===== src/rtl/wb_uart_rx.sv =====
// Wishbone UART receiver; WB_UART_RX_FIFO_EN selects a 4-entry FIFO instead of a single holding register.
// Ack 1 cycle after strobe, byte readable 1 cycle after stop sample; no backpressure: full buffer drops and flags overrun.
module wb_uart_rx #(
    parameter int WB_DATA_WIDTH = 32,
    parameter int WB_ADDR_WIDTH = 32,
    parameter int WB_SEL_WIDTH  = WB_DATA_WIDTH / 8
) (
    input  logic                     clk_i,
    input  logic                     rst_ni,
    input  logic                     uart_rx_i,
    input  logic [WB_ADDR_WIDTH-1:0] wb_addr_i,
    input  logic [WB_DATA_WIDTH-1:0] wb_data_i,
    input  logic [WB_SEL_WIDTH-1:0]  wb_sel_i,
    input  logic                     wb_we_i,
    input  logic                     wb_cyc_i,
    input  logic                     wb_stb_i,
    output logic                     wb_ack_o,
    output logic [WB_DATA_WIDTH-1:0] wb_data_o,
    output logic                     rx_irq_o
);

    localparam logic [31:0] SANITY_VAL = 32'h5EC0B0B0;

    typedef enum logic [1:0] {
        S_IDLE,
        S_START,
        S_DATA,
        S_STOP
    } state_t;

    state_t                   state_q, state_d;
    logic [1:0]               sync_q, sync_d;
    logic [1:0]               settle_q, settle_d;
    logic                     rx_prev_q, rx_prev_d;
    logic [16:0]              timer_q, timer_d;
    logic [2:0]               bit_cnt_q, bit_cnt_d;
    logic [7:0]               shift_q, shift_d;
    logic [15:0]              div_q, div_d;
    logic                     ack_q, ack_d;
    logic [WB_DATA_WIDTH-1:0] rdata_q, rdata_d;
    logic                     overrun_q, overrun_d;
    logic                     frame_err_q, frame_err_d;
    logic [2:0]               count_q, count_d;

    logic        rx_s;
    logic [16:0] period, half;
    logic        req, wr, rd;
    logic [1:0]  reg_sel;
    logic        push_req, push_ok, pop, set_ovr, frame_bad;
    logic        clr_ovr, clr_ferr;
    logic [7:0]  head;
    logic [31:0] status, reg_rd;
    logic        unused_bits;

    assign rx_s   = sync_q[1];
    assign period = {1'b0, div_q} + 17'd2;
    assign half   = {1'b0, period[16:1]};

    assign req     = wb_cyc_i && wb_stb_i && !ack_q;
    assign wr      = req && wb_we_i;
    assign rd      = req && !wb_we_i;
    assign reg_sel = wb_addr_i[3:2];

    assign unused_bits = ^{wb_addr_i, wb_data_i, wb_sel_i};

    // Synchronizer powers up high, so the edge detector is held off until real line samples arrive.
    always_comb begin
        sync_d    = {sync_q[0], uart_rx_i};
        settle_d  = (settle_q == 2'd2) ? settle_q : settle_q + 2'd1;
        rx_prev_d = (settle_q == 2'd2) ? rx_s : 1'b0;
    end

    always_comb begin
        state_d   = state_q;
        timer_d   = timer_q;
        bit_cnt_d = bit_cnt_q;
        shift_d   = shift_q;
        push_req  = 1'b0;
        frame_bad = 1'b0;
        case (state_q)
            S_IDLE: begin
                if (rx_prev_q && !rx_s) begin
                    timer_d   = half - 17'd1;
                    bit_cnt_d = 3'd0;
                    state_d   = S_START;
                end
            end
            S_START: begin
                if (timer_q == 17'd0) begin
                    if (!rx_s) begin
                        timer_d = period - 17'd1;
                        state_d = S_DATA;
                    end else begin
                        state_d = S_IDLE;
                    end
                end else begin
                    timer_d = timer_q - 17'd1;
                end
            end
            S_DATA: begin
                if (timer_q == 17'd0) begin
                    shift_d   = {rx_s, shift_q[7:1]};
                    bit_cnt_d = bit_cnt_q + 3'd1;
                    timer_d   = period - 17'd1;
                    if (bit_cnt_q == 3'd7) begin
                        state_d = S_STOP;
                    end
                end else begin
                    timer_d = timer_q - 17'd1;
                end
            end
            S_STOP: begin
                if (timer_q == 17'd0) begin
                    state_d   = S_IDLE;
                    push_req  = rx_s;
                    frame_bad = !rx_s;
                end else begin
                    timer_d = timer_q - 17'd1;
                end
            end
            default: state_d = S_IDLE;
        endcase
    end

`ifdef WB_UART_RX_FIFO_EN
    localparam logic [2:0] DEPTH = 3'd4;

    logic [7:0] mem_q [4];
    logic [7:0] mem_d [4];
    logic [1:0] wr_ptr_q, wr_ptr_d, rd_ptr_q, rd_ptr_d;

    assign head = mem_q[rd_ptr_q];

    always_comb begin
        mem_d    = mem_q;
        wr_ptr_d = wr_ptr_q;
        rd_ptr_d = rd_ptr_q;
        if (push_ok) begin
            mem_d[wr_ptr_q] = shift_q;
            wr_ptr_d        = wr_ptr_q + 2'd1;
        end
        if (pop) begin
            rd_ptr_d = rd_ptr_q + 2'd1;
        end
    end

    always_ff @(posedge clk_i) begin
        if (!rst_ni) begin
            mem_q    <= '{default: 8'h00};
            wr_ptr_q <= 2'd0;
            rd_ptr_q <= 2'd0;
        end else begin
            mem_q    <= mem_d;
            wr_ptr_q <= wr_ptr_d;
            rd_ptr_q <= rd_ptr_d;
        end
    end
`else
    localparam logic [2:0] DEPTH = 3'd1;

    logic [7:0] hold_q, hold_d;

    assign head = hold_q;

    always_comb begin
        hold_d = push_ok ? shift_q : hold_q;
    end

    always_ff @(posedge clk_i) begin
        if (!rst_ni) begin
            hold_q <= 8'h00;
        end else begin
            hold_q <= hold_d;
        end
    end
`endif

    // A pop in the same cycle frees the slot, so a push into a full buffer still lands.
    assign pop     = rd && (reg_sel == 2'd1) && (count_q != 3'd0);
    assign push_ok = push_req && ((count_q != DEPTH) || pop);
    assign set_ovr = push_req && !push_ok;

    assign clr_ovr  = wr && (reg_sel == 2'd2) && wb_sel_i[0] && wb_data_i[1];
    assign clr_ferr = wr && (reg_sel == 2'd2) && wb_sel_i[0] && wb_data_i[2];
    assign status   = {25'd0, count_q, 1'b0, frame_err_q, overrun_q, count_q != 3'd0};

    always_comb begin
        count_d     = count_q + {2'b00, push_ok} - {2'b00, pop};
        overrun_d   = set_ovr || (overrun_q && !clr_ovr);
        frame_err_d = frame_bad || (frame_err_q && !clr_ferr);
        div_d       = div_q;
        if (wr && (reg_sel == 2'd0)) begin
            if (wb_sel_i[0]) div_d[7:0]  = wb_data_i[7:0];
            if (wb_sel_i[1]) div_d[15:8] = wb_data_i[15:8];
        end
    end

    always_comb begin
        ack_d  = req;
        reg_rd = 32'd0;
        case (reg_sel)
            2'd0:    reg_rd = {16'd0, div_q};
            2'd1:    reg_rd = (count_q != 3'd0) ? {24'd0, head} : 32'd0;
            2'd2:    reg_rd = status;
            default: reg_rd = SANITY_VAL;
        endcase
        rdata_d = rd ? WB_DATA_WIDTH'(reg_rd) : '0;
    end

    always_ff @(posedge clk_i) begin
        if (!rst_ni) begin
            state_q     <= S_IDLE;
            sync_q      <= 2'b11;
            settle_q    <= 2'd0;
            rx_prev_q   <= 1'b0;
            timer_q     <= 17'd0;
            bit_cnt_q   <= 3'd0;
            shift_q     <= 8'h00;
            div_q       <= 16'd1;
            ack_q       <= 1'b0;
            rdata_q     <= '0;
            overrun_q   <= 1'b0;
            frame_err_q <= 1'b0;
            count_q     <= 3'd0;
        end else begin
            state_q     <= state_d;
            sync_q      <= sync_d;
            settle_q    <= settle_d;
            rx_prev_q   <= rx_prev_d;
            timer_q     <= timer_d;
            bit_cnt_q   <= bit_cnt_d;
            shift_q     <= shift_d;
            div_q       <= div_d;
            ack_q       <= ack_d;
            rdata_q     <= rdata_d;
            overrun_q   <= overrun_d;
            frame_err_q <= frame_err_d;
            count_q     <= count_d;
        end
    end

    assign wb_ack_o  = ack_q && wb_cyc_i;
    assign wb_data_o = rdata_q;
    assign rx_irq_o  = count_q != 3'd0;

endmodule


===== config.mk =====
export PLATFORM = sky130hd
export DESIGN_NAME = wb_uart_rx
export DESIGN_NICKNAME = d
export VERILOG_FILES = /design/src/rtl/wb_uart_rx.sv
export SDC_FILE = /design/constraint.sdc
export NUM_CORES = 1
export LEC_CHECK = 0
export CAP_MARGIN = 20
export CORE_ASPECT_RATIO = 1.1
export CORE_UTILIZATION = 40
export DETAILED_ROUTE_END_ITERATION = 8
export GPL_TIMING_DRIVEN = 0
export HOLD_SLACK_MARGIN = 0.1
export PLACE_DENSITY = 0.74
export SYNTH_ARGS = -nofsm -noshare
export SYNTH_HDL_FRONTEND = slang
export SYNTH_SLANG_ARGS = --single-unit

===== constraint.sdc =====
create_clock -name clk_i -period 4.7 [get_ports clk_i]
set_clock_uncertainty 0.1 [all_clocks]
set_input_delay 0.705 -clock clk_i [delete_from_list [all_inputs] [get_ports clk_i]]
set_output_delay 0.705 -clock clk_i [all_outputs]
set_load 0.02 [all_outputs]

==> results of run 1 <==
-- layout make-up --
class                   instances  area (um2)  share of cell area, %
repair buffers                 50         495                   7.93
flip-flops and latches         82        1640                   26.3
well taps                     157         196                   3.15
inverters                      23        86.3                   1.38
clock inverters                 4        75.1                   1.20
plain buffers                  54         335                   5.37
clock buffers                  12         246                   3.95
multi-input cells             484        3170                   50.7
-- how the worst max path moves through the flow --
stage                     to  slack (ns)  depth (start not counted)  startpoint
6_report          count_q[2]        1.27                         13  timer_q[0]
5_1_grt           count_q[2]        1.05                         13  timer_q[0]
4_1_cts           count_q[2]        1.31                         13  timer_q[0]
3_5_place_dp      count_q[2]        1.31                         13  timer_q[0]
3_3_place_gp   wb_data_o[12]        1.37                          5      rst_ni
2_1_floorplan     count_q[2]        1.85                         13  timer_q[0]
-- cell usage after synthesis (all sizes together), types with 2 or more instances --
cell type,number,area [um2]
buf,28,189
nand3,13,70.1
o22ai,7,50.1
a2111oi,3,33.8
or2,3,18.8
nor3,20,111
nand3b,2,15.0
dfxtp,82,1640
or4,5,45.0
nor4,15,119
a211o,3,26.3
nand2b,9,56.3
clkbuf,25,135
a222oi,3,30.0
a311o,2,20.0
a31oi,8,56.3
nor2,63,239
o31ai,5,37.5
a221oi,4,35.0
ha,19,238
nor2b,3,18.8
inv,23,86.3
o21ai,27,139
xor2,15,131
a21oi,47,239
a32o,3,30.0
nand4b,4,35.0
and4,3,26.3
nand4,11,75.1
or3,3,18.8
o221ai,4,35.0
nand2,61,229
and2,7,43.8
xnor2,36,315
and3,12,75.1
nor3b,5,42.5
mux2i,27,270
o211ai,4,30.0
-- flip-flops by register name (all words and copies together), names as in the netlist, named ones only --
register / cells
head: 8
frame_err_q: 1
settle_q: 2
shift_q: 8
state_q: 1
count_q: 3
overrun_q: 1
bit_cnt_q: 3
rx_prev_q: 1
wb_data_o: 17
sync_q: 2
div_q: 16
ack_q: 1
timer_q: 17
-- report_power, final --
part / switching [mW] / internal (mW)
clock network: 0.288 / 0.481
logic: 0.415 / 0.300
registers: 0.0418 / 0.731
total: 0.745 / 1.51
-- cells by family after synthesis --
| group | Yosys count |
|---|---|
| compound gates | 134 |
| xor+xnor | 51 |
| simple gates | 243 |
| fa+ha+maj | 20 |
| mux | 27 |
| flops | 82 |
| other cells | 1 |
| buf+inv | 77 |
-- routing by layer --
metal | vias up | wire (um) | global-route usage [%]
met5 | - | 0 | 0
met4 | 0 | 305 | 6.67
met3 | 23 | 723 | 3.53
met2 | 173 | 6550 | 34.3
met1 | 2311 | 6140 | 25.8
li1 | 2377 | - | -
-- through the flow --
stage | cells | cell area, um2 | power (mW)
floorplan | 643 | 5230 | 1.32
global placement | 849 | 5920 | 1.47
detailed placement | 849 | 5920 | 1.48
CTS | 865 | 6240 | 2.25
global route | 866 | 6240 | 2.37
finish | 866 | 6240 | 2.26
-- worst reg2reg max path, stage by stage (launching register included) --
cell      delay (ns)
dfxtp_1         0.36
inv_1           0.10
ha_1            0.18
nor4b_1         0.35
and4_1          0.29
clkbuf_1        0.39
nand3_1         0.21
nand2b_1        0.21
ha_1            0.29
inv_1           0.04
ha_1            0.18
fa_1            0.37
xnor2_1         0.18
nor2_1          0.06
==> results.md, run 1 <==
- Critical Path Sink Type: flop
- Post-synth ARST share: 0%
- Post-synthesis sequential area ratio: 31.6%
- Hold Crit Start: sync_q[0]
- CP Cell Sequence: inv_1 -> ha_1 -> nor4b_1 -> and4_1 -> clkbuf_1 -> nand3_1 -> nand2b_1 -> ha_1 -> inv_1 -> ha_1 -> fa_1 -> xnor2_1 -> nor2_1
- Fmax achieved: 0.291 GHz
- Fin. Hold Viols: 0
- WHS Endpoint: sync_q[1]
- Cell family with most CP delay: simple AND/OR/NAND/NOR gates
- Maximum VDD drop: 0.200 mV
- H-tree Lvls: 3
- Post-place setup slack: 1.31 ns
- Pin count of the biggest net entering global routing: 14
- Die area: 13500 um2
- Initial core utilization: 41.1%
- Initial antenna violation count: 0
- Fin crit period: 3.43 ns
- Most frequent cells in the layout: dfxtp_1 (82), nor2_1 (62), nand2_1 (61), clkdlybuf4s50_1 (49), a21oi_1 (46)
- Total Routed Length: 13700 um
- R2R depth: 13
- Slowest CP cell: clkbuf_1
- Pleak: 2.55 nW
- DP Wirelength: 10200 um
- Final worst slack: 1.27 ns
- Worst slew pin tran: 0.742 ns
- Setup_tns: 0 ns
- CTS clk-pin slew, worst paths: 0.06 ns
- Post-synthesis compound-gate area fraction: 16.9%
- Critical Path Source Type: flop
- Die Height: 122 um
- Synth Area in Simple Gates: 24.6%
- Rel. slew slack: 50.1%
- Core Util, Final: 49.4%
- Kind of critical path: reg2reg
- Post-CTS Setup Inserts: 0
- Buf/Inv on CP: 3
- Min-Delay Path Class: reg2reg
- Share of cells above drive strength 1: 9.87%
- Final nets: 798
- R2r startpoint: timer_q[0]
- CTS resizes: 0
- 1st-iter DRT viols: 405
- Post-synthesis mux area share: 5.20%
- Yosys cell types: 77
- Number of max-cap violations: 0
- First-pass GRT wire length: 22000 um
- Vias post-DR: 4884
- DR DRC count: 0
- P&R area growth vs syn: 20.1%
- Wirelength per Cell: 15.8 um
- Core area: 12600 um2
- RSZ-0062 raised after global routing: false
- Mapped Cells: 635
- Seq cells post-synth: 82
- Filler cells: 1206
- Syn Area/Cell: 8.19 um2
- CTS tree: yes
- Slowest cell delay on critical path: 0.39 ns
- Largest family of logic cells by synthesized area: simple AND/OR/NAND/NOR gates
- Synth Area in XOR/XNOR: 8.59%
- DR vias/cell: 5.64
- GP Congestion: 0.873
- Endpoints failing setup: 0
- Worst EP arrival: 3.54 ns
- Status: finished clean
- I/O Pins: 108
- GR Overflow Total: 0
- Post-Synth Adder-Cell Area: 4.96%
- Worst reg2reg path endpoint: count_q[2]
- Slew Limit Fails: 0
- Ant. Diodes: 0
- Worst path most repeated cell: ha_1
- Critical path data required time: 4.81 ns
- Cts bufs inserted: 9
- Pwr dens: 361 nW/um2
- WHS: 0.304 ns
- Post-synth EDFFs: 0
- Die Wd: 111 um
- PortBufs: 49
- Period utilization: 73.0%
- Clock root cell: clkbuf_16
- Synth Flop Type: dfxtp_1
- Final ANT Viol Nets: 0
- Worst Hold Depth: 1
- Ys Warns: 0
- Clk sinks: 82
- Cell Rows: 43
- Hold buffers post-CTS: 0
- Worst skew pair latency: 0.34 ns
- Synthesized cell area: 5200 um2
- Vias in the first global route: 4398
- Drt pass-1 iters: 7
- Commonest non-fill, non-tap cell in the layout: dfxtp_1
- Deepest clock path buffer count: 2
- GRT Overall Usage: 20.1%
- Max FO, Critical Path: 10
- R2R setup slack: 1.27 ns
Note: power is estimated with default switching activity, not from simulation.
==> run 2: changes to the inputs <==
PLACE_DENSITY = 0.76   (was 0.74)
clock period = 3 ns   (was 4.7 ns; I/O delays follow)
==> run 2 against run 1 <==
Compared with the run above: global-route usage about the same; critical path type unchanged; via count down 2.1%; fmax is 21% higher; largest cell class unchanged; final area up 1.5%; total power increased by 58%; sequential cell count is the same; first-iteration DRC count shrank 31%.
==> results.md, run 2 (same netlist as run 1, synthesis figures left out) <==
- Status: finished clean
- Rel. slew slack: 49.4% (-0.68 points)
- Routed wl met2: 6580 um (+0.49%)
- Min-Delay Path Class: reg2reg
- Worst slew pin tran: 0.752 ns (+0.0101 ns)
- Core Util, Final: 50.1% (+0.75 points)
- Wirelength per Cell: 15.7 um (-0.66%)
- Finished Layout Cells: 868 (+0.23%)
- Number of max-cap violations: 0 (unchanged)
- Worst skew pair latency: 0.34 ns (about the same)
- WHS: 0.306 ns (+0.00241 ns)
- Commonest non-fill, non-tap cell in the layout: dfxtp_1
- Initial antenna violation count: 0 (unchanged)
- Pin count of the biggest net entering global routing: 15 (+1)
- R2R depth: 13 (unchanged)
- Pleak: 2.61 nW (+2.4%)
- Initial core utilization: 41.1% (unchanged)
- Slowest CP cell: fa_1
- Cts bufs inserted: 9 (unchanged)
- Share of cells above drive strength 1: 12.1% (+2.2 points)
- Hold Crit Start: sync_q[0]
- Worst Setup EP: count_q[2]
- Worst setup path start: timer_q[0]
- Kind of critical path: reg2reg
- GR Overflow Total: 0 (unchanged)
- Clock network power share: 32.0% (-2.1 points)
- Die Wd: 111 um (unchanged)
- Fin crit period: 2.84 ns (-0.593 ns)
- Top Layer Used: met4
- Max FO, Critical Path: 10 (unchanged)
- Sw frac: 34.1% (+1.1 points)
- Final ANT Viol Nets: 0 (unchanged)
- CTS clk-pin slew, worst paths: 0.07 ns (about the same)
- GP Congestion: 0.876 (+0.33%)
- Placed instance count: 849 (unchanged)
- DR vias/cell: 5.51 (-2.3%)
- Design Area, Final: 6340 um2 (+1.5%)
- Most frequent cells in the layout: dfxtp_1 (80), nor2_1 (62), nand2_1 (61), clkdlybuf4s50_1 (49), a21oi_1 (45)
- R2r startpoint: timer_q[0]
- Worst path most repeated cell: ha_1
- First-pass GRT wire length: 21800 um (-0.75%)
- Pwr dens: 563 nW/um2 (+56%)
- Fmax achieved: 0.352 GHz (+21%)
- Fin. Hold Viols: 0 (unchanged)
- Maximum VDD drop: 0.433 mV (+120%)
- Ant. Diodes: 0 (unchanged)
- Cell family with most CP delay: adder cells
- Cell Rows: 43 (unchanged)
- PortBufs: 49 (unchanged)
- Worst reg2reg path endpoint: count_q[2]
- Slowest cell delay on critical path: 0.38 ns (about the same)
- Clock root cell: clkbuf_16
- Final worst slack: 0.162 ns (-1.11 ns)
- Die area: 13500 um2 (unchanged)
- Psw: 1.22 mW (+63%)
- Die Height: 122 um (unchanged)
- Slew Limit Fails: 0 (unchanged)
- Drt pass-1 iters: 5 (-2)
- Critical Path Sink Type: flop
- Vias in the first global route: 4368 (-0.68%)
- Critical Path Source Type: flop
- Core area: 12600 um2 (unchanged)
- R2R setup slack: 0.16 ns (-1.11 ns)
- H-tree Lvls: 3 (unchanged)
- CP Cell Sequence: inv_1 -> ha_1 -> nor4b_4 -> and4_1 -> buf_6 -> nand3_2 -> nand2b_4 -> ha_1 -> inv_1 -> ha_1 -> fa_1 -> xnor2_1 -> nor2_1
- CTS tree: yes
- Final nets: 800 (+0.25%)
- Worst EP arrival: 2.95 ns (-0.59 ns)
- Endpoints failing setup: 0 (unchanged)
- I/O Pins: 108 (unchanged)
- Critical path data required time: 3.11 ns (-1.70 ns)
- Sequential share of power: 34.2% (about the same)
- DP Wirelength: 10000 um (-1.4%)
- Deepest clock path buffer count: 2 (unchanged)
- DR DRC count: 0 (unchanged)
- P&R area growth vs syn: 21.9%
- Setup_tns: 0 ns (unchanged)
- Buf/Inv on CP: 3 (unchanged)
- Tot Pwr: 3.57 mW (+58%)
- GRT Overall Usage: 20.1% (+0.035 points)
- Period utilization: 94.6% (+22 points)
- Metal3 WL: 557 um (-23%)
- Vias post-DR: 4783 (-2.1%)
- Hold buffers post-CTS: 0 (unchanged)
- Int Power: 2.35 mW (+56%)
- DP Area: 5920 um2 (unchanged)
- Filler cells: 1182 (-2.0%)
- Total Routed Length: 13700 um (-0.43%)
- 1st-iter DRT viols: 279 (-31%)
- M1 WL: 6160 um (+0.33%)
- Cell count along the critical path: 13 (unchanged)
- Clk sinks: 82 (unchanged)
- Post-place setup slack: -0.262 ns (-1.57 ns)
- Combinational Power Share: 33.8% (+2.1 points)
run 2: cell types whose count changed in the layout (fill, tap and decap cells not counted), sizes merged:
cell and change:
inv +1, clkinv +3, bufinv -1, clkinvlp -1
buf +3, clkbuf -3
run 2: cell type report:
| class | instances | area, um2 | share of cell area [%] |
|---|---|---|---|
| Sequential cell | 82 | 1640 | 25.9 |
| Buffer | 54 | 343 | 5.41 |
| Tap cell | 157 | 196 | 3.10 |
| Inverter | 23 | 86.3 | 1.36 |
| Clock buffer | 10 | 239 | 3.77 |
| Clock inverter | 6 | 65.1 | 1.03 |
| Multi-Input combinational cell | 484 | 3260 | 51.4 |
| Timing Repair Buffer | 52 | 510 | 8.05 |
run 2: what timing repair did:
item	CTS	global route
resized for setup	7	13
pin swaps	1	2
cloned	0	0
endpoints found under the setup margin	4	10
setup buffers	1	1
run 2: worst min-delay path by stage:
stage / to / slack, ns / depth (start not counted)
after floorplan: sync_q[1] / 0.29 / 1
after detailed placement: sync_q[1] / 0.30 / 1
after CTS: sync_q[1] / 0.31 / 1
final: sync_q[1] / 0.31 / 1
after global placement: sync_q[1] / 0.29 / 1
after global routing: sync_q[1] / 0.33 / 1
run 2: worst reg2reg max path, cell delays in order, from the launching register on:
cell,delay [ns]
dfxtp_2,0.35
inv_1,0.08
ha_1,0.18
nor4b_4,0.22
and4_1,0.27
buf_6,0.16
nand3_2,0.11
nand2b_4,0.17
ha_1,0.27
inv_1,0.04
ha_1,0.18
fa_1,0.38
xnor2_1,0.16
nor2_1,0.05
run 2: per-layer routing:
| layer | global-route usage (%) | vias up |
|---|---|---|
| met5 | 0 | - |
| met4 | 9.92 | 0 |
| met3 | 2.24 | 25 |
| met2 | 33.0 | 133 |
| met1 | 26.5 | 2239 |
| li1 | - | 2386 |
run 2: power by group through the flow:
stage / sequential (mW) / combinational (mW) / clock [mW]
after global routing: 1.23 / 1.32 / 1.19
after floorplan: 1.22 / 0.856 / 0
after detailed placement: 1.23 / 1.08 / 0
final: 1.22 / 1.20 / 1.14
after CTS: 1.21 / 1.13 / 1.15
after global placement: 1.23 / 1.08 / 0
==> run 3: changes to the inputs <==
--- a/config.mk
+++ b/config.mk
@@ -7,3 +7,3 @@
 export LEC_CHECK = 0
-export CAP_MARGIN = 20
+export CAP_MARGIN = 25
 export CORE_ASPECT_RATIO = 1.1
@@ -11,2 +11,3 @@
 export DETAILED_ROUTE_END_ITERATION = 8
+export GPL_ROUTABILITY_DRIVEN = 0
 export GPL_TIMING_DRIVEN = 0
--- a/constraint.sdc
+++ b/constraint.sdc
@@ -4,2 +4,2 @@
 set_output_delay 0.45 -clock clk_i [all_outputs]
-set_load 0.02 [all_outputs]
+set_load 0.05 [all_outputs]
==> run 3 against run 2 <==
Compared with the run above: setup slack stayed put; worst hold slack unchanged; clock-buffer cell count did not move; critical path depth unchanged; non-clock buffer count is the same; fmax is the same; global-route usage did not move; final area is the same; routed wire length stayed put; sequential cell count stayed put; first-iteration DRC count did not move.
==> results.md, run 3 (same netlist as run 1, synthesis figures left out) <==
- Status: finished clean
- Pwr dens: 566 nW/um2 (+0.57%)
- Min-Delay Path Class: reg2reg
- Share of cells above drive strength 1: 12.1% (unchanged)
- Storage cell area: 1640 um2 (unchanged)
- Fin. Hold Viols: 0 (unchanged)
- Cts bufs inserted: 9 (unchanged)
- WHS: 0.306 ns (unchanged)
- First-pass GRT wire length: 21800 um (unchanged)
- Setup_tns: 0 ns (unchanged)
- Initial core utilization: 41.1% (unchanged)
- Ant. Diodes: 0 (unchanged)
- Filler cells: 1182 (unchanged)
- Tot Pwr: 3.59 mW (+0.57%)
- Core Util, Final: 50.1% (unchanged)
- Worst slew pin tran: 0.752 ns (unchanged)
- Initial antenna violation count: 0 (unchanged)
- Drt pass-1 iters: 5 (unchanged)
- Total Routed Length: 13700 um (unchanged)
- Worst EP arrival: 2.95 ns (about the same)
- PortBufs: 49 (unchanged)
- GR Overflow Total: 0 (unchanged)
- CTS tree: yes
- Top Layer Used: met4
- P&R area growth vs syn: 21.9% (unchanged)
- Final nets: 800 (unchanged)
- Pin count of the biggest net entering global routing: 15 (unchanged)
- Number of max-cap violations: 0 (unchanged)
- Psw: 1.24 mW (+1.7%)
- Die Height: 122 um (unchanged)
- Routed wl met2: 6580 um (unchanged)
- Clock network power share: 31.8% (-0.2 points)
- Design Area, Final: 6340 um2 (unchanged)
- I/O Pins: 108 (unchanged)
- Clk sinks: 82 (unchanged)
- Sequential share of power: 34.0% (-0.2 points)
- Die area: 13500 um2 (unchanged)
- Vias post-DR: 4783 (unchanged)
- Clock root cell: clkbuf_16
- Vias in the first global route: 4368 (unchanged)
- Maximum VDD drop: 0.434 mV (about the same)
- Pleak: 2.61 nW (unchanged)
- Worst Hold Depth: 1 (unchanged)
- Endpoints failing setup: 0 (unchanged)
- Cell Rows: 43 (unchanged)
- Max FO, Critical Path: 10 (unchanged)
- Deepest clock path buffer count: 2 (unchanged)
- Period utilization: 94.6% (unchanged)
- Critical Path Source Type: flop
- Final ANT Viol Nets: 0 (unchanged)
- DP Wirelength: 10000 um (unchanged)
- 1st-iter DRT viols: 279 (unchanged)
- Sw frac: 34.4% (+0.37 points)
- Wirelength per Cell: 15.7 um (unchanged)
- R2R depth: 13 (unchanged)
- Fmax achieved: 0.352 GHz (unchanged)
- M1 WL: 6160 um (unchanged)
- Commonest non-fill, non-tap cell in the layout: dfxtp_1
- GRT Overall Usage: 20.1% (unchanged)
- Worst skew pair latency: 0.34 ns (about the same)
- Fin crit period: 2.84 ns (unchanged)
- Critical path data required time: 3.11 ns (about the same)
- CTS clk-pin slew, worst paths: 0.07 ns (about the same)
- Die Wd: 111 um (unchanged)
- DR vias/cell: 5.51 (unchanged)
- Core area: 12600 um2 (unchanged)
- DR DRC count: 0 (unchanged)
- Critical Path Sink Type: flop
- Combinational Power Share: 34.2% (+0.4 points)
- Kind of critical path: reg2reg
- Metal3 WL: 557 um (unchanged)
- Most frequent cells in the layout: dfxtp_1 (80), nor2_1 (62), nand2_1 (61), clkdlybuf4s50_1 (49), a21oi_1 (45)
- Slew Limit Fails: 0 (unchanged)
- H-tree Lvls: 3 (unchanged)
- Int Power: 2.35 mW (about the same)
- DP Area: 5920 um2 (unchanged)
- Hold buffers post-CTS: 0 (unchanged)
- Area of the multi-input gates: 3260 um2 (unchanged)
- Rel. slew slack: 49.4% (unchanged)
[run 3: cell counts in the layout (fill, tap and decap cells not counted)]
No cell type changed its count.
[run 3: final cells by class]
class	instances	share of cell area, %
Buffer	54	5.41
Clock buffer	10	3.77
Clock inverter	6	1.03
Inverter	23	1.36
Multi-Input combinational cell	484	51.4
Sequential cell	82	25.9
Tap cell	157	3.10
Timing Repair Buffer	52	8.05
[run 3: routing by layer]
metal	track usage, %	up-vias
met5	0	-
met1	26.5	2239
li1	-	2386
met4	9.92	0
met3	2.24	25
met2	33.0	133
[run 3: worst max-delay path, cell delays in order, from the launching register on]
cell and delay (ns):
dfxtp_2 0.35, inv_1 0.08, ha_1 0.18, nor4b_4 0.22
and4_1 0.27, buf_6 0.15, nand3_2 0.10, nand2b_4 0.17
ha_1 0.27, inv_1 0.04, ha_1 0.18, fa_1 0.38
xnor2_1 0.16, nor2_1 0.05
[run 3: repair_timing]
| item | 4_1_cts | 5_1_grt |
|---|---|---|
| buffers inserted | 1 | 1 |
| endpoints found under the setup margin | 4 | 10 |
| gates resized for setup | 7 | 13 |
| pin swaps | 1 | 2 |
[run 3: path summary, 6_finish.rpt]
| kind | slack (ns) | end | from |
|---|---|---|---|
| setup / recovery | 0.16 | count_q[2] | timer_q[0] |
| hold / removal | 0.31 | sync_q[1] | sync_q[0] |
| setup reg to reg | 0.16 | count_q[2] | timer_q[0] |
| hold reg to reg | 0.31 | sync_q[1] | sync_q[0] |
[run 3: metrics by stage]
stage | setup slack (ns) | cells
floorplan | 0.155 | 643
global placement | -0.254 | 849
detailed placement | -0.262 | 849
CTS | 0.00258 | 866
global route | -0.00350 | 868
finish | 0.162 | 868
[run 3: power groups by stage]
stage / Clock [mW] / Sequential (mW) / Combinational [mW]
after floorplan: 0 / 1.22 / 0.873
after detailed placement: 0 / 1.23 / 1.10
after CTS: 1.15 / 1.21 / 1.15
after global routing: 1.19 / 1.23 / 1.34
final: 1.14 / 1.22 / 1.23
after global placement: 0 / 1.23 / 1.10
==> patch: new RTL, flow settings as in run 2 <==
Put a register stage on the output `rx_irq_o`, without a reset. The value now appears one clock later. The other outputs are not delayed to match.
--- a/src/rtl/wb_uart_rx.sv
+++ b/src/rtl/wb_uart_rx.sv
@@ -241,7 +241,9 @@
 
     assign wb_ack_o  = ack_q && wb_cyc_i;
     assign wb_data_o = rdata_q;
-    assign rx_irq_o  = count_q != 3'd0;
+    always_ff @(posedge clk_i) begin
+        rx_irq_o <= count_q != 3'd0;
+    end
 
 endmodule
 
Function: no difference found for any inputs over 10 cycles, from zero or initial values and one cycle with rst_ni low; that may be too few to reach the edited logic, so the function may still have changed.
==> patch against run 2 <==
- design area increased by 1.0%
- area after synthesis increased by 0.38%
- worst setup slack got worse by 0.036 ns
- sequential cell count increased by 1
- core utilization increased by 0.50 points
- wire length increased by 1.6%
- total power increased by 2.8%
- global-route usage increased by 0.37 points
- critical path depth decreased by 3
- critical path type unchanged
- largest cell class unchanged
==> patch: results (changes against run 2) <==
Drt
  • M1 WL: 6107 um (-0.83%)
  • Initial drt markers: 418 (+50%)
  • Met2 WL: 6881 um (+4.5%)
  • Routed wl met3: 589 um (+5.7%)
  • 1st-pass router iterations: 5 (unchanged)
  • Vias: 4953 (+3.6%)
  • Avg Vias per Cell: 5.700 (+3.4%)

Synthesis
  • Compound-Gate Fraction of Synth Area: 16.87% (-0.065 points)
  • Fraction of synthesized area in multiplexers: 5.176% (-0.020 points)
  • Synth top area cells: dfxtp_1, xnor2_1, mux2i_1
  • Most common library cells after synthesis: dfxtp_1, nor2_1, nand2_1
  • Mean Syn Cell Area: 8.210 um2 (+0.23%)
  • Register area share after synthesis: 31.82% (+0.26 points)
  • Post-synthesis xor/xnor area fraction: 8.555% (-0.033 points)

Cells and area
  • N_diodes: 0 (unchanged)
  • Share of cells above drive strength 1: 12.92% (+0.83 points)

GRT
  • Met3 Use GR: 3.582% (+1.3 points)
  • First-pass GRT wire length: 22440 um (+2.8%)
  • Vias in the first global route: 4632 (+6.0%)
  • Total GRT Usage: 20.50% (+0.37 points)
  • Met2 global-route usage: 34.98% (+1.9 points)
  • M1 GR Usage: 25.82% (-0.65 points)

Timing
  • Least-Margin Pin Slew: 1.134 ns (+0.3821 ns)
  • Worst setup margin: 0.1256 ns (-0.03643 ns)

Placement
  • Placed cells: 850 (+0.12%)
  • Placed Instance Area: 5938 um2 (+0.34%)
  • Pre-CTS WS: -0.3087 ns (-0.04650 ns)
  • RD Place Congestion: 0.9051 (+3.3%)

Worst setup path
  • Crit path to: count_q[1]$_SDFF_PN0_
  • Slowest-stage cell, CP: fa_2
  • FF-to-FF Start: timer_q[8]$_SDFFE_PN0P_
  • Cell family contributing the most delay on the critical path: simple AND/OR/NAND/NOR gates
  • Crit-path max cell delay: 0.44 ns (+0.06 ns)
  • Crit path DAT: 3.01 ns (+0.06 ns)
  • FF-to-FF path depth: 10 (-3)

Power
  • Gate power share: 33.6% (-0.2 points)
  • P_leak: 2.642 nW (+1.0%)
  • Worst vdd ir: 0.0003053 V (-30%)
  • Psw: 1.246 mW (+2.5%)
  • Clock-net power: 1.20 mW (+5%)

Outcome
  • Status: completed
## patch: cell count changes in the layout (fill, tap and decap cells not counted), sizes merged
cell	change
clkinv	-2
inv	+2
clkbuf	+1
clkinvlp	-1
dfxtp	+1
## patch: repair_timing
action                                  4_1_cts  5_1_grt
gates resized for setup                      11       14
setup buffers                                 2        1
pin swaps                                     1        2
hold endpoints to repair                      0        0
endpoints found under the setup margin        5       11
## patch: per-stage QoR
step	hold WS (ns)	power, mW	setup TNS [ns]
after floorplan	0.2863	2.088	0
after global placement	0.2923	2.330	-0.6382
after detailed placement	0.2977	2.342	-0.8809
after CTS	0.3143	3.607	0
after global routing	0.3291	3.838	0
final	0.3128	3.667	0
## patch: how the worst min path moves through the flow
stage	endpoint	start	slack (ns)	depth (start not counted)
global route	sync_q[1]$_SDFF_PN1_	sync_q[0]$_SDFF_PN1_	0.33	1
global placement	sync_q[1]$_SDFF_PN1_	sync_q[0]$_SDFF_PN1_	0.29	1
floorplan	sync_q[1]$_SDFF_PN1_	sync_q[0]$_SDFF_PN1_	0.29	1
detailed placement	sync_q[1]$_SDFF_PN1_	sync_q[0]$_SDFF_PN1_	0.30	1
CTS	sync_q[1]$_SDFF_PN1_	sync_q[0]$_SDFF_PN1_	0.31	1
finish	sync_q[1]$_SDFF_PN1_	sync_q[0]$_SDFF_PN1_	0.31	1
## patch: final cells by class
cell class	instances	area, um2
Fill cell	1151	6240
Multi-Input combinational cell	484	3278
Sequential cell	83	1664
Timing Repair Buffer	52	513.0
Buffer	54	345.3
Clock buffer	11	252.7
Tap cell	157	196.4
Inverter	23	86.33
Clock inverter	5	67.56
